### src/rtl/avl_arb_pkg.sv
// Shared types and port IDs for the two-port Avalon-MM arbiter.
package avl_arb_pkg;

    typedef enum logic [1:0] {
        IDLE = 2'd0,
        CMD  = 2'd1,
        ACK  = 2'd2
    } state_t;

    localparam logic PORT_RD = 1'b0;
    localparam logic PORT_WR = 1'b1;

endpackage

### src/rtl/avalon_port_arbiter_if.sv
// Requester-side and controller-side Avalon-MM signals of the port arbiter.
interface avalon_port_arbiter_if #(
    parameter int unsigned ADDR_W = 27,
    parameter int unsigned DATA_W = 32
);
    logic              local_init_done;

    logic [ADDR_W-1:0] m0_address;
    logic [DATA_W-1:0] m0_writedata;
    logic              m0_read;
    logic              m0_write;
    logic              m0_waitrequest_n;
    logic              m0_readdatavalid;

    logic [ADDR_W-1:0] m1_address;
    logic [DATA_W-1:0] m1_writedata;
    logic              m1_read;
    logic              m1_write;
    logic              m1_waitrequest_n;
    logic              m1_readdatavalid;

    logic [DATA_W-1:0] m_readdata;

    logic [ADDR_W-1:0] avl_address;
    logic [DATA_W-1:0] avl_writedata;
    logic              avl_read;
    logic              avl_write;
    logic              avl_burstbegin;
    logic              avl_waitrequest_n;
    logic [DATA_W-1:0] avl_readdata;
    logic              avl_readdatavalid;

    logic              err_unexpected_rdv;

    // Arbiter view
    modport slave (
        input  local_init_done,
        input  m0_address, m0_writedata, m0_read, m0_write,
        input  m1_address, m1_writedata, m1_read, m1_write,
        input  avl_waitrequest_n, avl_readdata, avl_readdatavalid,
        output m0_waitrequest_n, m0_readdatavalid,
        output m1_waitrequest_n, m1_readdatavalid,
        output m_readdata,
        output avl_address, avl_writedata, avl_read, avl_write, avl_burstbegin,
        output err_unexpected_rdv
    );

    // Environment view (requesters + controller)
    modport master (
        output local_init_done,
        output m0_address, m0_writedata, m0_read, m0_write,
        output m1_address, m1_writedata, m1_read, m1_write,
        output avl_waitrequest_n, avl_readdata, avl_readdatavalid,
        input  m0_waitrequest_n, m0_readdatavalid,
        input  m1_waitrequest_n, m1_readdatavalid,
        input  m_readdata,
        input  avl_address, avl_writedata, avl_read, avl_write, avl_burstbegin,
        input  err_unexpected_rdv
    );

endinterface

### src/rtl/avl_id_fifo.sv
// In-order queue of 1-bit port IDs for outstanding reads; tolerates push+pop at full.
module avl_id_fifo #(
    parameter int unsigned DEPTH = 4
) (
    input  logic                   iCLK,
    input  logic                   iRST_n,
    input  logic                   push,
    input  logic                   push_id,
    input  logic                   pop,
    output logic                   head,
    output logic [$clog2(DEPTH):0] count,
    output logic                   empty,
    output logic                   full
);
    localparam int unsigned PTR_W = $clog2(DEPTH);
    localparam int unsigned CNT_W = PTR_W + 1;

    logic [DEPTH-1:0] mem_q;
    logic [PTR_W-1:0] wr_ptr_q;
    logic [PTR_W-1:0] rd_ptr_q;
    logic [CNT_W-1:0] cnt_q;
    logic             do_push;
    logic             do_pop;

    assign empty   = (cnt_q == '0);
    assign full    = (cnt_q == CNT_W'(DEPTH));
    assign do_pop  = pop & ~empty;
    assign do_push = push & (~full | do_pop);
    assign head    = mem_q[rd_ptr_q];
    assign count   = cnt_q;

    // Pointers wrap naturally since DEPTH is a power of two
    always_ff @(posedge iCLK or negedge iRST_n) begin
        if (!iRST_n) begin
            mem_q    <= '0;
            wr_ptr_q <= '0;
            rd_ptr_q <= '0;
            cnt_q    <= '0;
        end else begin
            if (do_push) begin
                mem_q[wr_ptr_q] <= push_id;
                wr_ptr_q        <= wr_ptr_q + PTR_W'(1);
            end
            if (do_pop) begin
                rd_ptr_q <= rd_ptr_q + PTR_W'(1);
            end
            unique case ({do_push, do_pop})
                2'b10:   cnt_q <= cnt_q + CNT_W'(1);
                2'b01:   cnt_q <= cnt_q - CNT_W'(1);
                default: cnt_q <= cnt_q;
            endcase
        end
    end

endmodule

### src/rtl/avalon_port_arbiter.sv
// Round-robin arbiter sharing one DDR3 Avalon-MM port between two requesters;
// one single-word command in flight, read returns routed back via an ID queue.
module avalon_port_arbiter
    import avl_arb_pkg::*;
#(
    parameter int unsigned ADDR_W    = 27,
    parameter int unsigned DATA_W    = 32,
    parameter int unsigned MAX_OUTST = 4
) (
    input  logic                 iCLK,
    input  logic                 iRST_n,
    avalon_port_arbiter_if.slave bus
);
    localparam int unsigned CNT_W = $clog2(MAX_OUTST) + 1;

    state_t            state_q, state_d;
    logic [ADDR_W-1:0] addr_q, addr_d;
    logic [DATA_W-1:0] wdata_q, wdata_d;
    logic              rd_q, rd_d;
    logic              wr_q, wr_d;
    logic              gnt_q, gnt_d;
    logic              last_q, last_d;
    logic              ack0_q, ack0_d;
    logic              ack1_q, ack1_d;

    logic [DATA_W-1:0] rdata_q;
    logic              rdv0_q, rdv1_q, err_q;

    logic              rd_ok, elig0, elig1, pick1, grant, accept;
    logic              push, pop;
    logic              fifo_head, fifo_empty, fifo_full;
    logic [CNT_W-1:0]  fifo_count;

    assign rd_ok  = (fifo_count < CNT_W'(MAX_OUTST));
    assign elig0  = bus.local_init_done & (bus.m0_write | (bus.m0_read & rd_ok));
    assign elig1  = bus.local_init_done & (bus.m1_write | (bus.m1_read & rd_ok));
    assign pick1  = elig1 & (~elig0 | (last_q == PORT_RD));
    assign grant  = elig0 | elig1;
    assign accept = bus.avl_waitrequest_n & (rd_q | wr_q);
    assign pop    = bus.avl_readdatavalid & ~fifo_empty;

    always_ff @(posedge iCLK or negedge iRST_n) begin
        if (!iRST_n) state_q <= IDLE;
        else         state_q <= state_d;
    end

    always_comb begin
        state_d = state_q;
        unique case (state_q)
            IDLE:    if (grant)  state_d = CMD;
            CMD:     if (accept) state_d = ACK;
            ACK:     state_d = IDLE;
            default: state_d = IDLE;
        endcase
    end

    // Next values of the command/ack registers
    always_comb begin
        addr_d  = addr_q;
        wdata_d = wdata_q;
        rd_d    = rd_q;
        wr_d    = wr_q;
        gnt_d   = gnt_q;
        last_d  = last_q;
        ack0_d  = 1'b0;
        ack1_d  = 1'b0;
        push    = 1'b0;
        unique case (state_q)
            IDLE: begin
                if (grant) begin
                    gnt_d   = pick1;
                    last_d  = pick1;
                    addr_d  = pick1 ? bus.m1_address   : bus.m0_address;
                    wdata_d = pick1 ? bus.m1_writedata : bus.m0_writedata;
                    rd_d    = pick1 ? bus.m1_read      : bus.m0_read;
                    wr_d    = pick1 ? bus.m1_write     : bus.m0_write;
                end
            end
            CMD: begin
                if (accept) begin
                    rd_d   = 1'b0;
                    wr_d   = 1'b0;
                    ack0_d = (gnt_q == PORT_RD);
                    ack1_d = (gnt_q == PORT_WR);
                    push   = rd_q & (~fifo_full | pop);
                end
            end
            default: ;
        endcase
    end

    always_ff @(posedge iCLK or negedge iRST_n) begin
        if (!iRST_n) begin
            addr_q  <= '0;
            wdata_q <= '0;
            rd_q    <= 1'b0;
            wr_q    <= 1'b0;
            gnt_q   <= 1'b0;
            last_q  <= 1'b1;
            ack0_q  <= 1'b0;
            ack1_q  <= 1'b0;
        end else begin
            addr_q  <= addr_d;
            wdata_q <= wdata_d;
            rd_q    <= rd_d;
            wr_q    <= wr_d;
            gnt_q   <= gnt_d;
            last_q  <= last_d;
            ack0_q  <= ack0_d;
            ack1_q  <= ack1_d;
        end
    end

    // Read return: route to the queued ID; empty-queue returns are dropped and flagged
    always_ff @(posedge iCLK or negedge iRST_n) begin
        if (!iRST_n) begin
            rdata_q <= '0;
            rdv0_q  <= 1'b0;
            rdv1_q  <= 1'b0;
            err_q   <= 1'b0;
        end else begin
            rdv0_q <= 1'b0;
            rdv1_q <= 1'b0;
            if (pop) begin
                rdata_q <= bus.avl_readdata;
                rdv0_q  <= (fifo_head == PORT_RD);
                rdv1_q  <= (fifo_head == PORT_WR);
            end
            if (bus.avl_readdatavalid && fifo_empty) begin
                err_q <= 1'b1;
            end
        end
    end

    avl_id_fifo #(
        .DEPTH (MAX_OUTST)
    ) u_id_fifo (
        .iCLK    (iCLK),
        .iRST_n  (iRST_n),
        .push    (push),
        .push_id (gnt_q),
        .pop     (pop),
        .head    (fifo_head),
        .count   (fifo_count),
        .empty   (fifo_empty),
        .full    (fifo_full)
    );

    assign bus.avl_address        = addr_q;
    assign bus.avl_writedata      = wdata_q;
    assign bus.avl_read           = rd_q;
    assign bus.avl_write          = wr_q;
    assign bus.avl_burstbegin     = rd_q | wr_q;
    assign bus.m0_waitrequest_n   = ack0_q;
    assign bus.m1_waitrequest_n   = ack1_q;
    assign bus.m_readdata         = rdata_q;
    assign bus.m0_readdatavalid   = rdv0_q;
    assign bus.m1_readdatavalid   = rdv1_q;
    assign bus.err_unexpected_rdv = err_q;

endmodule

### src/flat_wrapper.sv
// flat-port wrapper written by rule: the top's interface ports become plain ports
module avalon_port_arbiter_flat import avl_arb_pkg::*;
#(
    parameter int unsigned ADDR_W    = 27,
    parameter int unsigned DATA_W    = 32,
    parameter int unsigned MAX_OUTST = 4
)
  (iCLK, iRST_n, bus_local_init_done, bus_m0_address, bus_m0_writedata, bus_m0_read, bus_m0_write, bus_m1_address, bus_m1_writedata, bus_m1_read, bus_m1_write, bus_avl_waitrequest_n, bus_avl_readdata, bus_avl_readdatavalid, bus_m0_waitrequest_n, bus_m0_readdatavalid, bus_m1_waitrequest_n, bus_m1_readdatavalid, bus_m_readdata, bus_avl_address, bus_avl_writedata, bus_avl_read, bus_avl_write, bus_avl_burstbegin, bus_err_unexpected_rdv);
  avalon_port_arbiter_if #(.ADDR_W(ADDR_W), .DATA_W(DATA_W)) bus_i ();
  input  logic iCLK;
  input  logic iRST_n;
  input wire logic [$bits(bus_i.local_init_done)-1:0] bus_local_init_done;
  input wire logic [$bits(bus_i.m0_address)-1:0] bus_m0_address;
  input wire logic [$bits(bus_i.m0_writedata)-1:0] bus_m0_writedata;
  input wire logic [$bits(bus_i.m0_read)-1:0] bus_m0_read;
  input wire logic [$bits(bus_i.m0_write)-1:0] bus_m0_write;
  input wire logic [$bits(bus_i.m1_address)-1:0] bus_m1_address;
  input wire logic [$bits(bus_i.m1_writedata)-1:0] bus_m1_writedata;
  input wire logic [$bits(bus_i.m1_read)-1:0] bus_m1_read;
  input wire logic [$bits(bus_i.m1_write)-1:0] bus_m1_write;
  input wire logic [$bits(bus_i.avl_waitrequest_n)-1:0] bus_avl_waitrequest_n;
  input wire logic [$bits(bus_i.avl_readdata)-1:0] bus_avl_readdata;
  input wire logic [$bits(bus_i.avl_readdatavalid)-1:0] bus_avl_readdatavalid;
  output wire logic [$bits(bus_i.m0_waitrequest_n)-1:0] bus_m0_waitrequest_n;
  output wire logic [$bits(bus_i.m0_readdatavalid)-1:0] bus_m0_readdatavalid;
  output wire logic [$bits(bus_i.m1_waitrequest_n)-1:0] bus_m1_waitrequest_n;
  output wire logic [$bits(bus_i.m1_readdatavalid)-1:0] bus_m1_readdatavalid;
  output wire logic [$bits(bus_i.m_readdata)-1:0] bus_m_readdata;
  output wire logic [$bits(bus_i.avl_address)-1:0] bus_avl_address;
  output wire logic [$bits(bus_i.avl_writedata)-1:0] bus_avl_writedata;
  output wire logic [$bits(bus_i.avl_read)-1:0] bus_avl_read;
  output wire logic [$bits(bus_i.avl_write)-1:0] bus_avl_write;
  output wire logic [$bits(bus_i.avl_burstbegin)-1:0] bus_avl_burstbegin;
  output wire logic [$bits(bus_i.err_unexpected_rdv)-1:0] bus_err_unexpected_rdv;
  assign bus_i.local_init_done = bus_local_init_done;
  assign bus_i.m0_address = bus_m0_address;
  assign bus_i.m0_writedata = bus_m0_writedata;
  assign bus_i.m0_read = bus_m0_read;
  assign bus_i.m0_write = bus_m0_write;
  assign bus_i.m1_address = bus_m1_address;
  assign bus_i.m1_writedata = bus_m1_writedata;
  assign bus_i.m1_read = bus_m1_read;
  assign bus_i.m1_write = bus_m1_write;
  assign bus_i.avl_waitrequest_n = bus_avl_waitrequest_n;
  assign bus_i.avl_readdata = bus_avl_readdata;
  assign bus_i.avl_readdatavalid = bus_avl_readdatavalid;
  assign bus_m0_waitrequest_n = bus_i.m0_waitrequest_n;
  assign bus_m0_readdatavalid = bus_i.m0_readdatavalid;
  assign bus_m1_waitrequest_n = bus_i.m1_waitrequest_n;
  assign bus_m1_readdatavalid = bus_i.m1_readdatavalid;
  assign bus_m_readdata = bus_i.m_readdata;
  assign bus_avl_address = bus_i.avl_address;
  assign bus_avl_writedata = bus_i.avl_writedata;
  assign bus_avl_read = bus_i.avl_read;
  assign bus_avl_write = bus_i.avl_write;
  assign bus_avl_burstbegin = bus_i.avl_burstbegin;
  assign bus_err_unexpected_rdv = bus_i.err_unexpected_rdv;
  avalon_port_arbiter #(.ADDR_W(ADDR_W), .DATA_W(DATA_W), .MAX_OUTST(MAX_OUTST)) u_core (.iCLK(iCLK), .iRST_n(iRST_n), .bus(bus_i));
endmodule
### config.mk
export PLATFORM = sky130hd
export DESIGN_NAME = avalon_port_arbiter_flat
export DESIGN_NICKNAME = d
export VERILOG_FILES = /design/src/rtl/avl_arb_pkg.sv /design/src/rtl/avalon_port_arbiter_if.sv /design/src/rtl/avl_id_fifo.sv /design/src/rtl/avalon_port_arbiter.sv /design/src/flat_wrapper.sv
export SDC_FILE = /design/constraint.sdc
export NUM_CORES = 1
export LEC_CHECK = 0
export CORE_ASPECT_RATIO = 1.5
export CORE_MARGIN = 4
export CORE_UTILIZATION = 38
export CTS_BUF_LIST = sky130_fd_sc_hd__clkbuf_4 sky130_fd_sc_hd__clkbuf_8
export CTS_CLUSTER_SIZE = 10
export DETAILED_ROUTE_END_ITERATION = 8
export MAX_ROUTING_LAYER = met4
export PLACE_DENSITY_LB_ADDON = 0.08
export SYNTH_ARGS = -nofsm -noshare
export SYNTH_HDL_FRONTEND = slang
export SYNTH_SLANG_ARGS = --single-unit
### constraint.sdc
create_clock -name iCLK -period 1.9 [get_ports iCLK]
set_input_delay 0.38 -clock iCLK [delete_from_list [all_inputs] [get_ports iCLK]]
set_output_delay 0.38 -clock iCLK [all_outputs]
set_load 0.01 [all_outputs]
* Word-level counts from Yosys, hierarchy flattened
Index checks and enable logic that the tools add are counted.
Word-level totals: register bits 113, input port bits 159, logic and storage cells 89
Operators by class: $add $sub $neg 4, magnitude comparators 4, equality and inequality tests 6, muxes and demuxes 26, bitwise operators 23, reductions and logical operators 9
Operators with widths (count):
- $mux W32 | 1
- $mux W27 | 1
- $mux W1 | 15
- $and A1 B1 Y1 | 10
- $or A1 B1 Y1 | 7
- $lt A2 B3 Y1 const B | 2
- $not A1 Y1 | 6
- $pmux W3 S2 | 1
- $add A2 B1 Y2 const B | 2
- $bwmux W4 | 1
- $eq A2 B1 Y1 const B | 2
- $mux W2 | 2
- $ne A2 B1 Y1 const B | 2
- $pmux W1 S2 | 2
- $pmux W2 S2 | 1
- $reduce_and A2 Y1 | 2
- $reduce_bool A2 Y1 | 2
- $add A3 B1 Y3 const B | 1
- $eq A3 B3 Y1 const B | 1
- $logic_not A3 Y1 | 1
- $lt A3 B3 Y1 const B | 1
- $reduce_and A3 Y1 | 1
- $sub A3 B1 Y3 const B | 1
- $bmux W1 S2 | 1
- other kinds (5) | 6

* Logic depth before layout (Yosys ltp)
Gate-level depths: netlist (run 1).
word-level depth 10, gate-level depth with buffers 12, mapped depth without buffers 9

* Modules after synthesis
From an unflattened synthesis (run 1), not the netlist that was laid out.
Second synthesis, totals: cells, all modules 505, area total of the unflattened synthesis 5165.0 µm²
Modules (own cells, without submodules):
- avalon_port_arbiter | instances 1, cells each 455, area an instance 4546.9 µm², sequential area each 2553.7 µm²
- avl_id_fifo | instances 1, cells each 50, area an instance 618.1 µm², sequential area each 275.3 µm²

* Least setup slack after synthesis (run 1)
OpenSTA, ideal clock, no wires.
kind register -> register, start point reg u_core.u_id_fifo.cnt_q[2], in the netlist u_core.u_id_fifo.count[2], end point reg u_core.u_id_fifo.cnt_q[2], in the netlist u_core.u_id_fifo.count[2], arrival time 2069 ps, required time 1821 ps, path slack -249 ps, stages on the path, launching flop included 13, path buffers 3, cell sequence dfrtp_1 > clkbuf_2 > nor3_1 > nand2b_1 > buf_2 > clkinv_1 > buf_2 > ha_1 > inv_1 > fa_1 > xor2_1 > nor2_1 > xor2_1
Between the ends: longest elaborated chain between the ends 10
Ends and longest elaborated chain:
- from (decl) | RTL line avl_id_fifo.sv:21 | logic [CNT_W-1:0] cnt_q;
- from (signal assigned) | RTL line avl_id_fifo.sv:48 | 2'b10: cnt_q <= cnt_q + CNT_W'(1);
- from (signal assigned) | RTL line avl_id_fifo.sv:49 | 2'b01: cnt_q <= cnt_q - CNT_W'(1);
- from (signal assigned) | RTL line avl_id_fifo.sv:50 | default: cnt_q <= cnt_q;
- $logic_not A3 Y1 * | RTL line avl_id_fifo.sv:25 | assign empty = (cnt_q == '0);
- $not A1 Y1 * | RTL line avalon_port_arbiter.sv:40 | assign pop = bus.avl_readdatavalid & ~fifo_empty;
- $and A1 B1 Y1 * | RTL line avalon_port_arbiter.sv:40
- net u_core.pop | RTL line avalon_port_arbiter.sv:30 | logic push, pop;
- $or A1 B1 Y1 | RTL line avalon_port_arbiter.sv:85 | push = rd_q & (~fifo_full | pop);
- $and A1 B1 Y1 | RTL line avalon_port_arbiter.sv:85
- $mux W1 | RTL line avalon_port_arbiter.sv:80 | if (accept) begin
- $mux W1 | RTL line avalon_port_arbiter.sv:68 | unique case (state_q)
- $and A1 B1 Y1 | RTL line avl_id_fifo.sv:28 | assign do_push = push & (~full | do_pop);
- $eq A2 B1 Y1 or $eq A2 B2 Y1 (tied branches) | RTL line avl_id_fifo.sv:47 | unique case ({do_push, do_pop})
- $pmux W3 S2 or $reduce_bool A2 Y1 (tied branches)
Mark *: on every way through the listed nets, which the timed path passes. The rest lies on a longest branch. A chain may end at the register's enable or synchronous reset.

* Worst setup path after layout (run 1)
start point reg u_core.u_id_fifo.cnt_q[0], in the netlist u_core.u_id_fifo.count[0], end point reg u_core.u_id_fifo.cnt_q[2], in the netlist u_core.u_id_fifo.count[2]
Between the ends: longest elaborated chain between the ends 10
Ends and longest elaborated chain (RTL line):
- $logic_not A3 Y1 | avl_id_fifo.sv:25
- $not A1 Y1 | avl_id_fifo.sv:27, avalon_port_arbiter.sv:40
- $and A1 B1 Y1 | avalon_port_arbiter.sv:40
- $or A1 B1 Y1 | avalon_port_arbiter.sv:85
- $and A1 B1 Y1 | avalon_port_arbiter.sv:85
- $mux W1 | avalon_port_arbiter.sv:80
- $mux W1 | avalon_port_arbiter.sv:68
- $and A1 B1 Y1 | avl_id_fifo.sv:28
- $eq A2 B1 Y1 or $eq A2 B2 Y1 (tied branches) | avl_id_fifo.sv:47
- $pmux W3 S2 or $reduce_bool A2 Y1 (tied branches)
Several ways; a longest one is shown, not always the timed one.

==> impl_metrics.env, run 1 <==
export IMPL_drv_max_cap_violation_count=0
export IMPL_detail_route_first_pass_iterations=6
export IMPL_power_frac_comb_pct=46.3
export IMPL_final_core_util_pct=64.2
export IMPL_power_per_cell_area_nw_per_um2=1430
export IMPL_globalRouteOverflowTotal=0
export IMPL_tightest_slew_ps=368
export IMPL_tritoncts_num_buffers=17
export IMPL_synthesis_area_per_instance_um2=9.14
export IMPL_wire_length_of_the_first_global_routing_pass_um=28400
export IMPL_vias_per_cell=5.22
export IMPL_postRouteAntennaNets=0
export IMPL_timing_critical_path_slowest_cell_delay_ps=410
export IMPL_synthesis_to_finish_area_growth_pct=66.7
export IMPL_switching_power_w=0.00431
export IMPL_routed_wl_um=18100
export IMPL_core_area_um2=13500
export IMPL_leakage_nw=3.72
export IMPL_synth_fp_nets=732
export IMPL_dieArea_um2=15600
export IMPL_pwr_share_clk_pct=20.5
export IMPL_ys_seq_elements=113
export IMPL_hold_class="in2async"
export IMPL_buffers_plus_inverters_on_the_worst_setup_path=2
export IMPL_grt_setup_unrepaired="true"
export IMPL_maxSlewViolCount=0
export IMPL_fin_total_pwr_w=0.0123
export IMPL_die_w_um=103
export IMPL_floorplan_rows=52
export IMPL_io_pin_count=258
export IMPL_cts_path_max_buffers=2
export IMPL_buffer_ports_inserted=257
export IMPL_tritoncts_clock_tree="done"
export IMPL_sequential_share_of_power_pct=33.1
export IMPL_cp_required_ps=2250
export IMPL_min_period_over_period_pct=101
export IMPL_synth_main_ff_cell="sky130_fd_sc_hd__dfrtp_1"
export IMPL_worst_setup_path_start_kind="flip-flop"
export IMPL_crit_path_top_delay_cell="sky130_fd_sc_hd__dfrtp_1"
export IMPL_hpwlAfterDp_um=13300
export IMPL_clock_skew_final_ps=7.36
export IMPL_ffs_w_async_s_r_synth_pct=100
export IMPL_switching_share_pct=34.9
export IMPL_drive_gt1_share_pct=11.5
export IMPL_detail_route_drc_violations=0
export IMPL_drtIter0Drc=190
export IMPL_peak_freq_ghz=0.519
export IMPL_synth_edf_count=0
export IMPL_irDropWorstVdd_v=0.000686
export IMPL_final_hold_worst_slack_ps=407
export IMPL_clk_transition_reported_paths_ps=70
export IMPL_number_of_vias_in_the_routed_layout=5295
export IMPL_fillers=1097
export IMPL_grt_busiest_layer="met2"
export IMPL_yosys_warnings=0
export IMPL_die_height_um=151
export IMPL_finalHoldViolations=0
export IMPL_critPathMaxFanout=2
export IMPL_path_class="reg2reg"
export IMPL_timing_max_slew_rel_slack_pct=75.5
export IMPL_gr_usage_met3_pct=5.53
export IMPL_postLayoutSetupSlackWorst_ps=-28.2
export IMPL_fin_nets=1005
export IMPL_critPathArrivalTime_ps=2280
export IMPL_diodes=0
export IMPL_cts_root_buf="sky130_fd_sc_hd__clkbuf_8"
export IMPL_cellInternalPower_w=0.00803
export IMPL_run_status="finished, violations left"
export IMPL_failing_checks="negative setup slack"
export IMPL_grt_pass1_vias=5580
export IMPL_cts_sink_count=113
export IMPL_synthesized_cell_area_um2=5180
export IMPL_grt_usage_pct=24.1
export IMPL_antenna_found_initial=0
export IMPL_timing_critical_path_cells="nor4b_4 -> nor4b_4 -> inv_1 -> ha_2 -> inv_2 -> fa_2 -> xor2_1 -> nor2_1 -> xor2_1"
export IMPL_final_critical_path_required_period_ps=1930
export IMPL_report_final_setup_viol=1
export IMPL_cts_htree_levels=4
export IMPL_start_util_pct=38.5
export IMPL_synthDistinctLibCells=41
export IMPL_cpLargestDelayFamily="simple AND/OR/NAND/NOR gates"
export IMPL_yosysSeqAreaShare_pct=54.6
export IMPL_met2_use_gr_pct=39.8
export IMPL_totalNegativeSetupSlack_ps=-28.2
export IMPL_synth_cells=567
export IMPL_gp_congestion=0.871
export IMPL_clock_insertion_delay_worst_skew_ps=420
export IMPL_pin_count_of_the_biggest_net_entering_global_routing=49
export IMPL_groute_layer_met1_usage_pct=27.5
export IMPL_capturing_element_type_of_the_critical_path="flip-flop"
export IMPL_routed_wire_length_per_instance_um=17.8
==> Yosys cell counts, drive strengths merged (2+ instances only) <==
master | n | area [µm²]
ha | 5 | 62.6
and2 | 2 | 12.5
mux2 | 6 | 67.6
dfrtp | 112 | 2800
o21ai | 65 | 325
inv | 10 | 37.5
nor2 | 64 | 240
a31oi | 60 | 375
clkbuf | 26 | 100
nand2 | 102 | 383
nor2b | 3 | 18.8
nand2b | 3 | 18.8
nand3 | 2 | 10.0
nor4b | 2 | 38.8
xnor2 | 4 | 35.0
a21o | 2 | 15.0
o21a | 3 | 22.5
a21oi | 60 | 304
xor2 | 2 | 17.5
buf | 20 | 145
==> final timing paths <==
check / end / start / cells after the start / slack (ps)
hold / removal: u_core.bus.avl_address[7]$_DFFE_PN0P_ / iRST_n / 2 / 410
hold reg to reg: u_core.bus.m_readdata[1]$_DFFE_PN0P_ / u_core.bus.m_readdata[1]$_DFFE_PN0P_ / 2 / 470
min in group iCLK: u_core.bus.err_unexpected_rdv$_DFFE_PN0P_ / bus_avl_readdatavalid / 3 / 420
setup / recovery: u_core.u_id_fifo.count[2]$_DFFE_PN0P_ / u_core.u_id_fifo.count[0]$_DFFE_PN0P_ / 9 / -30
setup reg to reg: u_core.u_id_fifo.count[2]$_DFFE_PN0P_ / u_core.u_id_fifo.count[0]$_DFFE_PN0P_ / 9 / -30
max in group asynchronous: u_core.last_q$_DFFE_PN1P_ / iRST_n / 3 / 870
==> logic make-up (layout without fill, tap and decap cells) <==
family | Yosys count | count (layout) | share of synthesized area [%]
buf+inv | 57 | 342 | 5.53
simple gates | 181 | 181 | 14.3
mux | 8 | 8 | 1.93
compound gates | 196 | 196 | 21.1
fa+ha+maj | 6 | 6 | 1.59
xor+xnor | 6 | 6 | 1.01
flops | 113 | 113 | 54.6
==> per-layer routing <==
metal / vias to the layer above / wire, µm
met2: 238 / 9330
met1: 2522 / 6810
met4: 0 / 613
li1: 2496 / -
met3: 39 / 1300
met5: - / 0
==> what timing repair did <==
action | CTS | global route
endpoints found under the setup margin | 2 | 2
endpoints found under the hold margin | 22 | 0
resized for setup | 8 | 1
hold buffers | 1 | 0
setup buffers | 1 | 0
pin swaps | 4 | 0
==> per-stage QoR <==
step	instances	area [µm²]	setup slack (ps)
final	1014	8650	-28.2
after detailed placement	981	8160	-518
after global placement	981	8160	-483
after global routing	1014	8650	-152
after CTS	1014	8640	-47.3
after floorplan	567	5210	-100
==> flip-flops by register name, indices dropped and copies added (netlist names), 2 cells and up <==
name and flops:
u_core.bus.avl_writedata 32, u_core.u_id_fifo.rd_ptr_q 2, u_core.u_id_fifo.count 3, u_core.u_id_fifo.wr_ptr_q 2
u_core.bus.m_readdata 32, u_core.bus.avl_address 27, u_core.state_q 2, u_core.u_id_fifo.mem_q 4
==> final cells by class <==
class | count | area [µm²] | share of cell area, %
Clock buffer | 21 | 289 | 3.34
Inverter | 11 | 46.3 | 0.535
Multi-Input combinational cell | 397 | 2130 | 24.6
Timing Repair Buffer | 300 | 2990 | 34.6
Sequential cell | 113 | 2830 | 32.7
Tap cell | 162 | 203 | 2.34
Clock inverter | 10 | 156 | 1.81
==> power by group through the flow <==
stage | registers [W] | logic [W] | clock network [W]
floorplan | 0.00446 | 0.00222 | 0
global placement | 0.00407 | 0.00565 | 0
detailed placement | 0.00412 | 0.00575 | 0
CTS | 0.00410 | 0.00580 | 0.00260
global route | 0.00423 | 0.00626 | 0.00270
finish | 0.00409 | 0.00571 | 0.00253
==> placed cells by master (no fill, tap or decap), drive strengths merged, types with 3 or more instances in the layout <==
cell	Yosys	routed
xnor2	4	4
dfrtp	112	112
a21oi	60	60
o21ai	65	65
nand2b	3	3
inv	10	10
ha	5	5
nor2b	3	3
buf	20	44
nand2	102	102
bufinv	0	4
o21a	3	3
clkinv	1	6
nor2	64	64
clkbuf	26	21
a31oi	60	60
mux2	6	6
clkdlybuf4s50	0	254
(Power assumes the default switching activity.)
==> inputs of run 2 (changes only) <==
--- a/config.mk
+++ b/config.mk
@@ -5,14 +5,17 @@
 export SDC_FILE = /design/constraint.sdc
 export NUM_CORES = 1
 export LEC_CHECK = 0
+export CELL_PAD_IN_SITES_DETAIL_PLACEMENT = 1
+export CELL_PAD_IN_SITES_GLOBAL_PLACEMENT = 2
 export CORE_ASPECT_RATIO = 1.5
-export CORE_MARGIN = 4
-export CORE_UTILIZATION = 38
+export CORE_MARGIN = 3
+export CORE_UTILIZATION = 21
 export CTS_BUF_LIST = sky130_fd_sc_hd__clkbuf_4 sky130_fd_sc_hd__clkbuf_8
 export CTS_CLUSTER_SIZE = 10
 export DETAILED_ROUTE_END_ITERATION = 8
 export MAX_ROUTING_LAYER = met4
 export PLACE_DENSITY_LB_ADDON = 0.08
+export SLEW_MARGIN = 0
 export SYNTH_ARGS = -nofsm -noshare
 export SYNTH_HDL_FRONTEND = slang
 export SYNTH_SLANG_ARGS = --single-unit
==> impl_metrics.env, run 2 (synthesized netlist as in run 1, its figures left out) <==
export IMPL_minimum_setup_slack_among_reg_to_reg_paths_ps=-30
export IMPL_detail_route_first_pass_iterations=4
export IMPL_commonest_non_fill_non_tap_cells_in_the_layout="253 x sky130_fd_sc_hd__clkdlybuf4s50_1, 111 x sky130_fd_sc_hd__dfrtp_1, 102 x sky130_fd_sc_hd__nand2_1"
export IMPL_routed_wire_length_per_instance_um=18.8
export IMPL_fin_nets=1006
export IMPL_cellInternalPower_w=0.00759
export IMPL_drv_max_cap_violation_count=0
export IMPL_critPathMaxFanout=2
export IMPL_cts_path_max_buffers=2
export IMPL_number_of_vias_in_the_routed_layout=5344
export IMPL_gp_congestion=0.772
export IMPL_drtIter0Drc=186
export IMPL_buffers_plus_inverters_on_the_worst_setup_path=3
export IMPL_floorplan_rows=69
export IMPL_path_class="in2reg"
export IMPL_cp_required_ps=2260
export IMPL_pwr_share_clk_pct=16.7
export IMPL_mostFrequentLayoutCell="sky130_fd_sc_hd__clkdlybuf4s50_1"
export IMPL_diodes=0
export IMPL_globalRouteOverflowTotal=0
export IMPL_tightest_slew_ps=385
export IMPL_tritoncts_clock_tree="done"
export IMPL_cts_htree_levels=4
export IMPL_dieArea_um2=26700
export IMPL_core_area_um2=24000
export IMPL_hpwlAfterDp_um=15900
export IMPL_detail_route_drc_violations=0
export IMPL_start_util_pct=21.6
export IMPL_maxSlewViolCount=0
export IMPL_final_core_util_pct=36.7
export IMPL_timing_critical_path_cells="clkdlybuf4s50_1 -> nor4b_4 -> nor4b_4 -> inv_2 -> ha_4 -> inv_2 -> fa_2 -> xor2_1 -> nor2_1 -> xor2_1"
export IMPL_reg2reg_depth=9
export IMPL_postLayoutSetupSlackWorst_ps=-46.7
export IMPL_clock_skew_final_ps=10.9
export IMPL_clk_transition_reported_paths_ps=70
export IMPL_power_frac_comb_pct=49.5
export IMPL_hold_class="in2async"
export IMPL_switching_share_pct=37.2
export IMPL_finalHoldViolations=0
export IMPL_routed_wl_um=22000
export IMPL_peak_freq_ghz=0.514
export IMPL_reg2reg_from="u_core.u_id_fifo.count[1]$_DFFE_PN0P_"
export IMPL_irDropWorstVdd_v=0.000442
export IMPL_critPathArrivalTime_ps=2310
export IMPL_wire_length_of_the_first_global_routing_pass_um=34900
export IMPL_pin_count_of_the_biggest_net_entering_global_routing=46
export IMPL_timing_critical_path_slowest_cell_delay_ps=480
export IMPL_antenna_found_initial=0
export IMPL_clock_insertion_delay_worst_skew_ps=440
export IMPL_timing_rr_end="u_core.u_id_fifo.count[2]$_DFFE_PN0P_"
export IMPL_place_worst_setup_slack_ps=-576
export IMPL_timing_max_slew_rel_slack_pct=74.4
export IMPL_power_per_cell_area_nw_per_um2=1370
export IMPL_drive_gt1_share_pct=11.7
export IMPL_fin_total_pwr_w=0.0121
export IMPL_final_critical_path_required_period_ps=1950
export IMPL_synthesis_to_finish_area_growth_pct=69.8
export IMPL_tritoncts_num_buffers=17
export IMPL_final_hold_worst_slack_ps=391
export IMPL_grt_usage_pct=17.4
export IMPL_postRouteAntennaNets=0
export IMPL_report_final_setup_viol=1
export IMPL_numPlacedInstances=1138
export IMPL_min_period_over_period_pct=102
export IMPL_run_status="finished, violations left"
export IMPL_worst_setup_path_start_kind="primary input"
export IMPL_failing_checks="negative setup slack"
export IMPL_die_height_um=198
export IMPL_capturing_element_type_of_the_critical_path="flip-flop"
export IMPL_cts_sink_count=113
export IMPL_buffer_ports_inserted=257
export IMPL_sequential_share_of_power_pct=33.8
export IMPL_die_w_um=134
export IMPL_fillers=2814
export IMPL_leakage_nw=3.69
export IMPL_layout_cells_non_filler=1171
export IMPL_crit_path_top_delay_cell="sky130_fd_sc_hd__clkdlybuf4s50_1"
export IMPL_cts_root_buf="sky130_fd_sc_hd__clkbuf_8"
export IMPL_cpLargestDelayFamily="buffers and inverters"
export IMPL_io_pin_count=258
export IMPL_grt_setup_unrepaired="true"
export IMPL_vias_per_cell=4.56
export IMPL_switching_power_w=0.00450
export IMPL_grt_pass1_vias=6096
==> run 2: cell count changes in the layout (fill, tap and decap cells not counted), moves of 2 or more <==
cell and delta:
sky130_fd_sc_hd__buf_4 -4, sky130_fd_sc_hd__clkbuf_4 +5, sky130_fd_sc_hd__bufinv_16 -4, sky130_fd_sc_hd__clkbuf_8 -2
sky130_fd_sc_hd__buf_12 +5, sky130_fd_sc_hd__dlygate4sd2_1 +2
==> run 2: metal layers <==
layer  track usage, %  part of all wire (%)  wire (µm)
met1             19.8                    40       8870
met2             29.7                    52      11600
met3             4.05                   4.8       1070
met4             6.72                   2.4        533
met5                -                     0          0
==> run 2: power groups by stage <==
stage / registers (W) / clock network [W] / logic, W
after floorplan: 0.00446 / 0 / 0.00222
after global placement: 0.00407 / 0 / 0.00594
after detailed placement: 0.00412 / 0 / 0.00608
after CTS: 0.00409 / 0.00215 / 0.00610
after global routing: 0.00423 / 0.00225 / 0.00658
final: 0.00409 / 0.00202 / 0.00598
==> run 2: how the worst max path moves through the flow <==
stage	from	to	slack, ps	cells after the start
after CTS	u_core.u_id_fifo.count[0]$_DFFE_PN0P_	u_core.u_id_fifo.count[2]$_DFFE_PN0P_	-80	9
after global placement	bus_avl_readdatavalid	u_core.u_id_fifo.count[2]$_DFFE_PN0P_	-500	10
after detailed placement	bus_avl_readdatavalid	u_core.u_id_fifo.count[2]$_DFFE_PN0P_	-580	10
after floorplan	u_core.u_id_fifo.count[2]$_DFFE_PN0P_	u_core.u_id_fifo.count[2]$_DFFE_PN0P_	-100	12
final	bus_avl_readdatavalid	u_core.u_id_fifo.count[2]$_DFFE_PN0P_	-50	10
after global routing	u_core.u_id_fifo.count[1]$_DFFE_PN0P_	u_core.u_id_fifo.count[2]$_DFFE_PN0P_	-140	9
==> run 2: per-stage QoR <==
step / instance area [µm²] / setup TNS [ps]
6_report: 8800 / -46.7
5_1_grt: 8800 / -200
4_1_cts: 8780 / -84.8
3_5_place_dp: 8420 / -17930
3_3_place_gp: 8420 / -15150
2_1_floorplan: 5210 / -170
==> run 2: final cells by class <==
class                      count  area (µm²)  area share (%)
clock buffer                  24         299            3.40
clock inverter                 6        35.0           0.398
inverter                      11        46.3           0.526
multi-input combinational    397        2140            24.3
sequential                   113        2830            32.1
tap                          319         399            4.53
timing repair buffer         301        3060            34.7
==> run 2: what timing repair did <==
action,4_1_cts,5_1_grt
hold buffers,1,0
gates resized for setup,8,5
buffers inserted,2,0
endpoints found under the setup margin,5,2
pin swaps,5,5
endpoints found under the hold margin,16,0
==> inputs of run 3 (changes only) <==
--- a/config.mk
+++ b/config.mk
@@ -13,6 +13,7 @@
 export CTS_BUF_LIST = sky130_fd_sc_hd__clkbuf_4 sky130_fd_sc_hd__clkbuf_8
 export CTS_CLUSTER_SIZE = 10
 export DETAILED_ROUTE_END_ITERATION = 8
+export GPL_ROUTABILITY_DRIVEN = 0
 export MAX_ROUTING_LAYER = met4
 export PLACE_DENSITY_LB_ADDON = 0.08
 export SLEW_MARGIN = 0
==> results of run 3 <==
The final DEF is identical to that of run 2; final timing and power are the same.
